## config.mk

```make
export PLATFORM = sky130hd
export DESIGN_NAME = cache_cmd_frontend
export DESIGN_NICKNAME = d
export VERILOG_FILES = /design/src/rtl/cache_pkg.sv /design/src/rtl/cache_cmd_fifo.sv /design/src/rtl/cache_cmd_frontend.sv
export SDC_FILE = /design/constraint.sdc
export NUM_CORES = 1
export LEC_CHECK = 0
export CORE_MARGIN = 2
export CORE_UTILIZATION = 44
export CTS_CLUSTER_SIZE = 30
export DETAILED_ROUTE_END_ITERATION = 6
export PLACE_DENSITY_LB_ADDON = 0.3
export SKIP_CTS_REPAIR_TIMING = 1
export SYNTH_ARGS = -nofsm -noshare
export SYNTH_HDL_FRONTEND = slang
export SYNTH_SLANG_ARGS = --single-unit
```

## constraint.sdc

```tcl
create_clock -name clk -period 2.4 [get_ports clk]
set_input_delay 0.36 -clock clk [delete_from_list [all_inputs] [get_ports clk]]
set_output_delay 0.36 -clock clk [all_outputs]
set_load 0.01 [all_outputs]
```

## src/rtl/cache_pkg.sv

```systemverilog
// Shared types for the cache trace-command path: opcode encoding, the
// 36-bit command word and the frontend FSM states.
package cache_pkg;

  localparam int CMD_W = 36;

  typedef enum logic [3:0] {
    OP_READ     = 4'd0,
    OP_WRITE    = 4'd1,
    OP_IFETCH   = 4'd2,
    OP_INVAL    = 4'd3,
    OP_SNOOP_RD = 4'd4,
    OP_CLEAR    = 4'd8,
    OP_PRINT    = 4'd9
  } op_t;

  typedef struct packed {
    op_t         op;
    logic [31:0] addr;
  } cmd_t;

  typedef enum logic [1:0] {
    ST_IDLE      = 2'd0,
    ST_ISSUE     = 2'd1,
    ST_DUMP_WAIT = 2'd2
  } state_t;

  // Ops 0..4 are forwarded to the cache core; the rest are handled locally.
  function automatic logic is_mem_op(input logic [3:0] op);
    return op <= 4'd4;
  endfunction

endpackage

```

## src/rtl/cache_cmd_fifo.sv

```systemverilog
// Synchronous command FIFO with extra-bit wrap pointers; full/empty are
// derived from registered pointers only, so neither depends on push/pop.
module cache_cmd_fifo
  import cache_pkg::*;
#(
  parameter int DEPTH = 4
) (
  input  logic clk,
  input  logic reset,
  input  logic i_push,
  input  cmd_t i_din,
  input  logic i_pop,
  output cmd_t o_dout,
  output logic o_full,
  output logic o_empty
);

  localparam int AW = $clog2(DEPTH);

  cmd_t          r_mem [DEPTH];
  logic [AW:0]   r_wr_ptr;
  logic [AW:0]   r_rd_ptr;
  logic          w_push_ok;
  logic          w_pop_ok;

  assign w_push_ok = i_push && !o_full;
  assign w_pop_ok  = i_pop && !o_empty;

  always_ff @(posedge clk or posedge reset) begin
    if (reset) begin
      r_wr_ptr <= '0;
      r_rd_ptr <= '0;
    end else begin
      if (w_push_ok) r_wr_ptr <= r_wr_ptr + (AW+1)'(1);
      if (w_pop_ok)  r_rd_ptr <= r_rd_ptr + (AW+1)'(1);
    end
  end

  always_ff @(posedge clk) begin
    if (w_push_ok) r_mem[r_wr_ptr[AW-1:0]] <= i_din;
  end

  // Head is read combinationally so the FSM can decode and pop in one cycle.
  assign o_dout  = r_mem[r_rd_ptr[AW-1:0]];
  assign o_empty = (r_wr_ptr == r_rd_ptr);
  assign o_full  = (r_wr_ptr[AW] != r_rd_ptr[AW]) &&
                   (r_wr_ptr[AW-1:0] == r_rd_ptr[AW-1:0]);

endmodule

```

## src/rtl/cache_cmd_frontend.sv

```systemverilog
// Trace command frontend: buffers commands, decodes opcodes, drives the cache
// core req/ack handshake. Statistics counters exist only with CMD_STATS_EN.
module cache_cmd_frontend
  import cache_pkg::*;
#(
  parameter int FIFO_DEPTH = 4,
  parameter int CNT_W      = 32
) (
  input  logic             clk,
  input  logic             reset,
  input  logic             cmd_valid,
  output logic             cmd_ready,
  input  logic [CMD_W-1:0] cmd_data,
  output logic             core_req,
  output op_t              core_op,
  output logic [31:0]      core_addr,
  input  logic             core_ack,
  input  logic             core_hit,
  output logic             clear_req,
  output logic             dump_req,
  input  logic             dump_done,
  output logic             illegal_op,
  output logic             busy,
  output logic [CNT_W-1:0] stat_reads,
  output logic [CNT_W-1:0] stat_writes,
  output logic [CNT_W-1:0] stat_hits,
  output logic [CNT_W-1:0] stat_misses
);

  state_t      r_state, w_state_next;
  op_t         r_op;
  logic [31:0] r_addr;
  logic        r_clear_req, r_dump_req, r_illegal;
  cmd_t        w_head;
  logic        w_full, w_empty;
  logic        w_pop, w_load, w_clear, w_dump, w_illegal, w_done;

  cache_cmd_fifo #(.DEPTH(FIFO_DEPTH)) u_fifo (
    .clk     (clk),
    .reset   (reset),
    .i_push  (cmd_valid),
    .i_din   (cmd_t'(cmd_data)),
    .i_pop   (w_pop),
    .o_dout  (w_head),
    .o_full  (w_full),
    .o_empty (w_empty)
  );

  always_comb begin
    w_state_next = r_state;
    w_pop        = 1'b0;
    w_load       = 1'b0;
    w_clear      = 1'b0;
    w_dump       = 1'b0;
    w_illegal    = 1'b0;
    w_done       = 1'b0;
    case (r_state)
      ST_IDLE: begin
        if (!w_empty) begin
          w_pop = 1'b1;
          if (is_mem_op(w_head.op)) begin
            w_load       = 1'b1;
            w_state_next = ST_ISSUE;
          end else if (w_head.op == OP_CLEAR) begin
            w_clear = 1'b1;
          end else if (w_head.op == OP_PRINT) begin
            w_dump       = 1'b1;
            w_state_next = ST_DUMP_WAIT;
          end else begin
            w_illegal = 1'b1;
          end
        end
      end
      ST_ISSUE: begin
        if (core_ack) begin
          w_done       = 1'b1;
          w_state_next = ST_IDLE;
        end
      end
      ST_DUMP_WAIT: begin
        if (dump_done) w_state_next = ST_IDLE;
      end
      default: w_state_next = ST_IDLE;
    endcase
  end

  always_ff @(posedge clk or posedge reset) begin
    if (reset) begin
      r_state     <= ST_IDLE;
      r_op        <= OP_READ;
      r_addr      <= '0;
      r_clear_req <= 1'b0;
      r_dump_req  <= 1'b0;
      r_illegal   <= 1'b0;
    end else begin
      r_state     <= w_state_next;
      r_clear_req <= w_clear;
      r_dump_req  <= w_dump;
      r_illegal   <= w_illegal;
      if (w_load) begin
        r_op   <= w_head.op;
        r_addr <= w_head.addr;
      end
    end
  end

  assign cmd_ready  = !w_full;
  assign core_req   = (r_state == ST_ISSUE);
  assign core_op    = r_op;
  assign core_addr  = r_addr;
  assign clear_req  = r_clear_req;
  assign dump_req   = r_dump_req;
  assign illegal_op = r_illegal;
  assign busy       = (r_state != ST_IDLE) || !w_empty;

`ifdef CMD_STATS_EN
  logic [3:0]            w_inc;
  logic [3:0][CNT_W-1:0] w_cnt;
  logic                  w_rd, w_wr;

  assign w_rd  = (r_op == OP_READ) || (r_op == OP_IFETCH);
  assign w_wr  = (r_op == OP_WRITE);
  // Index order: reads, writes, hits, misses. Snoop/inval ops touch none.
  assign w_inc = {w_done && (w_rd || w_wr) && !core_hit,
                  w_done && (w_rd || w_wr) &&  core_hit,
                  w_done && w_wr,
                  w_done && w_rd};

  for (genvar gi = 0; gi < 4; gi++) begin : g_cnt
    logic [CNT_W-1:0] r_cnt;
    always_ff @(posedge clk or posedge reset) begin
      if (reset) begin
        r_cnt <= '0;
      end else if (w_clear) begin
        r_cnt <= '0;
      end else if (w_inc[gi] && (r_cnt != {CNT_W{1'b1}})) begin
        r_cnt <= r_cnt + CNT_W'(1);
      end
    end
    assign w_cnt[gi] = r_cnt;
  end

  assign stat_reads  = w_cnt[0];
  assign stat_writes = w_cnt[1];
  assign stat_hits   = w_cnt[2];
  assign stat_misses = w_cnt[3];
`else
  logic w_unused_stats;
  assign w_unused_stats = w_done ^ core_hit;
  assign stat_reads     = '0;
  assign stat_writes    = '0;
  assign stat_hits      = '0;
  assign stat_misses    = '0;
`endif

endmodule

```

==> impl_metrics.py <==
metrics = {
    "critical_path": {
        "r2r.worst_path.cells": 6,
        "critical_path_class": "flop to flop",
        "cp_cell_sequence": "buf_4, mux4_2, o21a_1, or4_4, clkbuf_16, mux2_4",
        "arrival_ns": 2.77,
        "max_stage_delay_ns": 0.53,
        "cp-start-kind": "flop",
        "cp_slowest_cell": "or4_4",
        "crit_fanout": 9,
        "required_ns": 2.71,
        "cp-end-kind": "flop",
    },
    "synth": {
        "synth_area_leaders": "edfxtp_1 53%, dfrtp_1 14%, buf_4 12%",
        "syn_area_um2": 8212,
        "synth_seq_cells": 191,
        "synth.distinct_cells": 37,
        "ys_seq_area_frac": 0.6698,
        "synth_top_cell_area_share": 0.5266,
        "syn_inst": 452,
        "async_flop_share": 0.2461,
        "ys.flop_type": "edfxtp_1",
        "synth-edff-count": 144,
        "synth_warnings": 0,
        "yosys.cell_count.top_type": "edfxtp_1",
        "yosys-top-cells-count": "144 x edfxtp_1, 128 x buf_4, 47 x dfrtp_1",
        "synth_top_area_cell": "edfxtp_1",
        "syn_area_per_cell_um2": 18.17,
    },
    "floorplan": {
        "start_util": 0.4525,
        "dieWidth_um": 140.6,
        "die_y_um": 140.6,
        "dieArea_um2": 19770,
        "core.rowCount": 49,
        "core_area_um2": 18150,
        "ioPinCount": 212,
    },
    "worst_hold_path": {
        "worstHoldPathType": "input port to asynchronous set/reset pin",
    },
    "final_layout": {
        "drive_above_1_share": 0.2389,
        "layoutNonFillerInstCount": 815,
        "nets": 620,
        "area_growth_pct": 18.65,
        "diodes": 0,
        "stdcell_area_um2": 9743,
    },
    "clocking": {
        "cts_tree": "built",
        "htree_levels": 4,
        "cts-root-buf": "clkbuf_16",
        "cts_buffer_depth": 2,
        "path_clk_slew_ns": 0.07,
        "cts_buffers": 17,
        "clk_latency_ns": 0.43,
        "cts_sinks": 191,
    },
    "global_routing": {
        "grt_overflow": 0,
        "grt_pass1_wl_um": 21090,
        "track_usage": 0.1440,
        "grt_max_degree": 33,
        "antenna_found_initial": 1,
        "grt_pass1_vias": 3769,
    },
    "routing": {
        "dr.pass1.iters": 4,
        "postRouteAntennaNets": 0,
        "drc": 0,
        "drt_first_iter_violations": 179,
        "wire_per_inst_um": 17.13,
        "vias_per_cell": 4.577,
        "dr_total_vias": 3730,
        "drt_wl_total_um": 13960,
    },
    "sta": {
        "skew_ns": 0.006813,
        "fmax_mhz": 406.9,
        "hold_violations": 0,
        "rsz0062_at_grt": "true",
        "setup_violations": 35,
        "fin_setup_tns_ns": -1.247,
        "slew_viol_final": 0,
        "fin_crit_ns": 2.458,
        "setup_ws_ns": -0.05762,
        "fin_crit_sh": 1.024,
        "whs_ns": 0.2652,
    },
    "place": {
        "dp_hpwl_um": 8849,
        "gp_congestion": 0.7149,
        "place_area_um2": 9065,
        "dp.cells": 779,
        "io_buffers": 82,
    },
    "flow_run": {
        "cap_violations": 0,
    },
    "power": {
        "power.leakage_nw": 3.792,
        "power_density_nw_per_um2": 1313,
        "vdd_drop_max_v": 0.0006708,
        "p_total_w": 0.01279,
    },
    "run_status": {
        "outcome": "finished, violations left",
        "violations": "setup timing",
    },
}
cell usage in the layout, fill, tap and decap left out, types with 2 or more instances in the layout:
master,instances
dfrtp_1,45
conb_1,128
clkinv_4,4
clkinvlp_4,3
edfxtp_1,144
xor2_1,3
ha_1,5
inv_6,3
buf_8,2
mux2_1,7
a31oi_1,2
o21ai_0,2
inv_1,4
dlymetal6s2s_1,2
mux2_4,28
clkbuf_16,19
clkdlybuf4s50_1,80
buf_4,21
and2_1,2
xnor2_1,4
nand2_1,4
dfrtp_2,2
mux4_2,35
and2_2,4
buf_12,7
worst max-delay path: cells and delay by family (launching register included):
family                 cells  cell delay (ns)
DFF                        1             0.44
AOI/OAI and AO/OA          1             0.21
muxes                      2             0.79
and+or+nand+nor            1             0.53
buffers and inverters      2             0.37
sequential cells by signal, indices dropped and copies added, names as in the netlist:
register	count
core_addr	32
r_state	2
dump_req	1
u_fifo.r_wr_ptr	3
u_fifo.r_rd_ptr	3
core_op	4
clear_req	1
illegal_op	1
u_fifo.r_mem	144
metrics by stage:
step                worst slack, ns    util
finish                     -0.05762  0.5369
global route                -0.1032  0.5369
CTS                         -0.1912  0.5311
detailed placement          -0.1780  0.4995
global placement            -0.1621  0.4995
floorplan                 -0.007105       -
layer usage:
metal,global-route usage,wire [µm]
met5,0,0
met4,0.04895,170
met3,0.04620,846
met2,0.2349,6965
met1,0.1840,5981
cell families (layout without fill, tap and decap cells):
group / after synthesis / in the layout / share of synthesized area
buffers and inverters: 145 / 152 / 0.1295
other: 1 / 128 / 0.0004567
adders and majority gates: 5 / 5 / 0.007618
and+or+nand+nor: 20 / 20 / 0.01432
AOI/OAI and AO/OA: 10 / 10 / 0.008380
muxes: 72 / 72 / 0.1614
DFF: 191 / 191 / 0.6698
xor gates and xnor gates: 8 / 8 / 0.008533
final cells by class:
type	count	area, µm²
Clock buffer	18	439.2
Clock inverter	14	133.9
Fill cell	1426	8404
Inverter	5	18.77
Multi-Input combinational cell	243	2147
Sequential cell	191	5503
Tap cell	229	286.5
Timing Repair Buffer	115	1215
power breakdown:
group | internal [W] | leakage, nW | switching, W | total (W)
combinational | 0.00294 | 1.64 | 0.00212 | 0.00506
sequential | 0.00459 | 1.88 | 0.000437 | 0.00503
clock | 0.00147 | 0.273 | 0.00123 | 0.00270
path summary, 6_finish.rpt:
check | from | to | slack (ns)
min reg2reg | core_op[3]$_DFFE_PP0P_ | core_op[3]$_DFFE_PP0P_ | 0.50
max reg2reg | u_fifo.r_rd_ptr[0]$_DFFE_PP0P_ | core_addr[11]$_DFFE_PP0P_ | -0.06
min | reset | core_addr[3]$_DFFE_PP0P_ | 0.27
max | u_fifo.r_rd_ptr[0]$_DFFE_PP0P_ | core_addr[11]$_DFFE_PP0P_ | -0.06
max in group asynchronous | reset | u_fifo.r_rd_ptr[1]$_DFFE_PP0P_ | 1.59
min in group clk | core_op[3]$_DFFE_PP0P_ | core_op[3]$_DFFE_PP0P_ | 0.50
No activity file was read; power rests on OpenSTA's default activity.
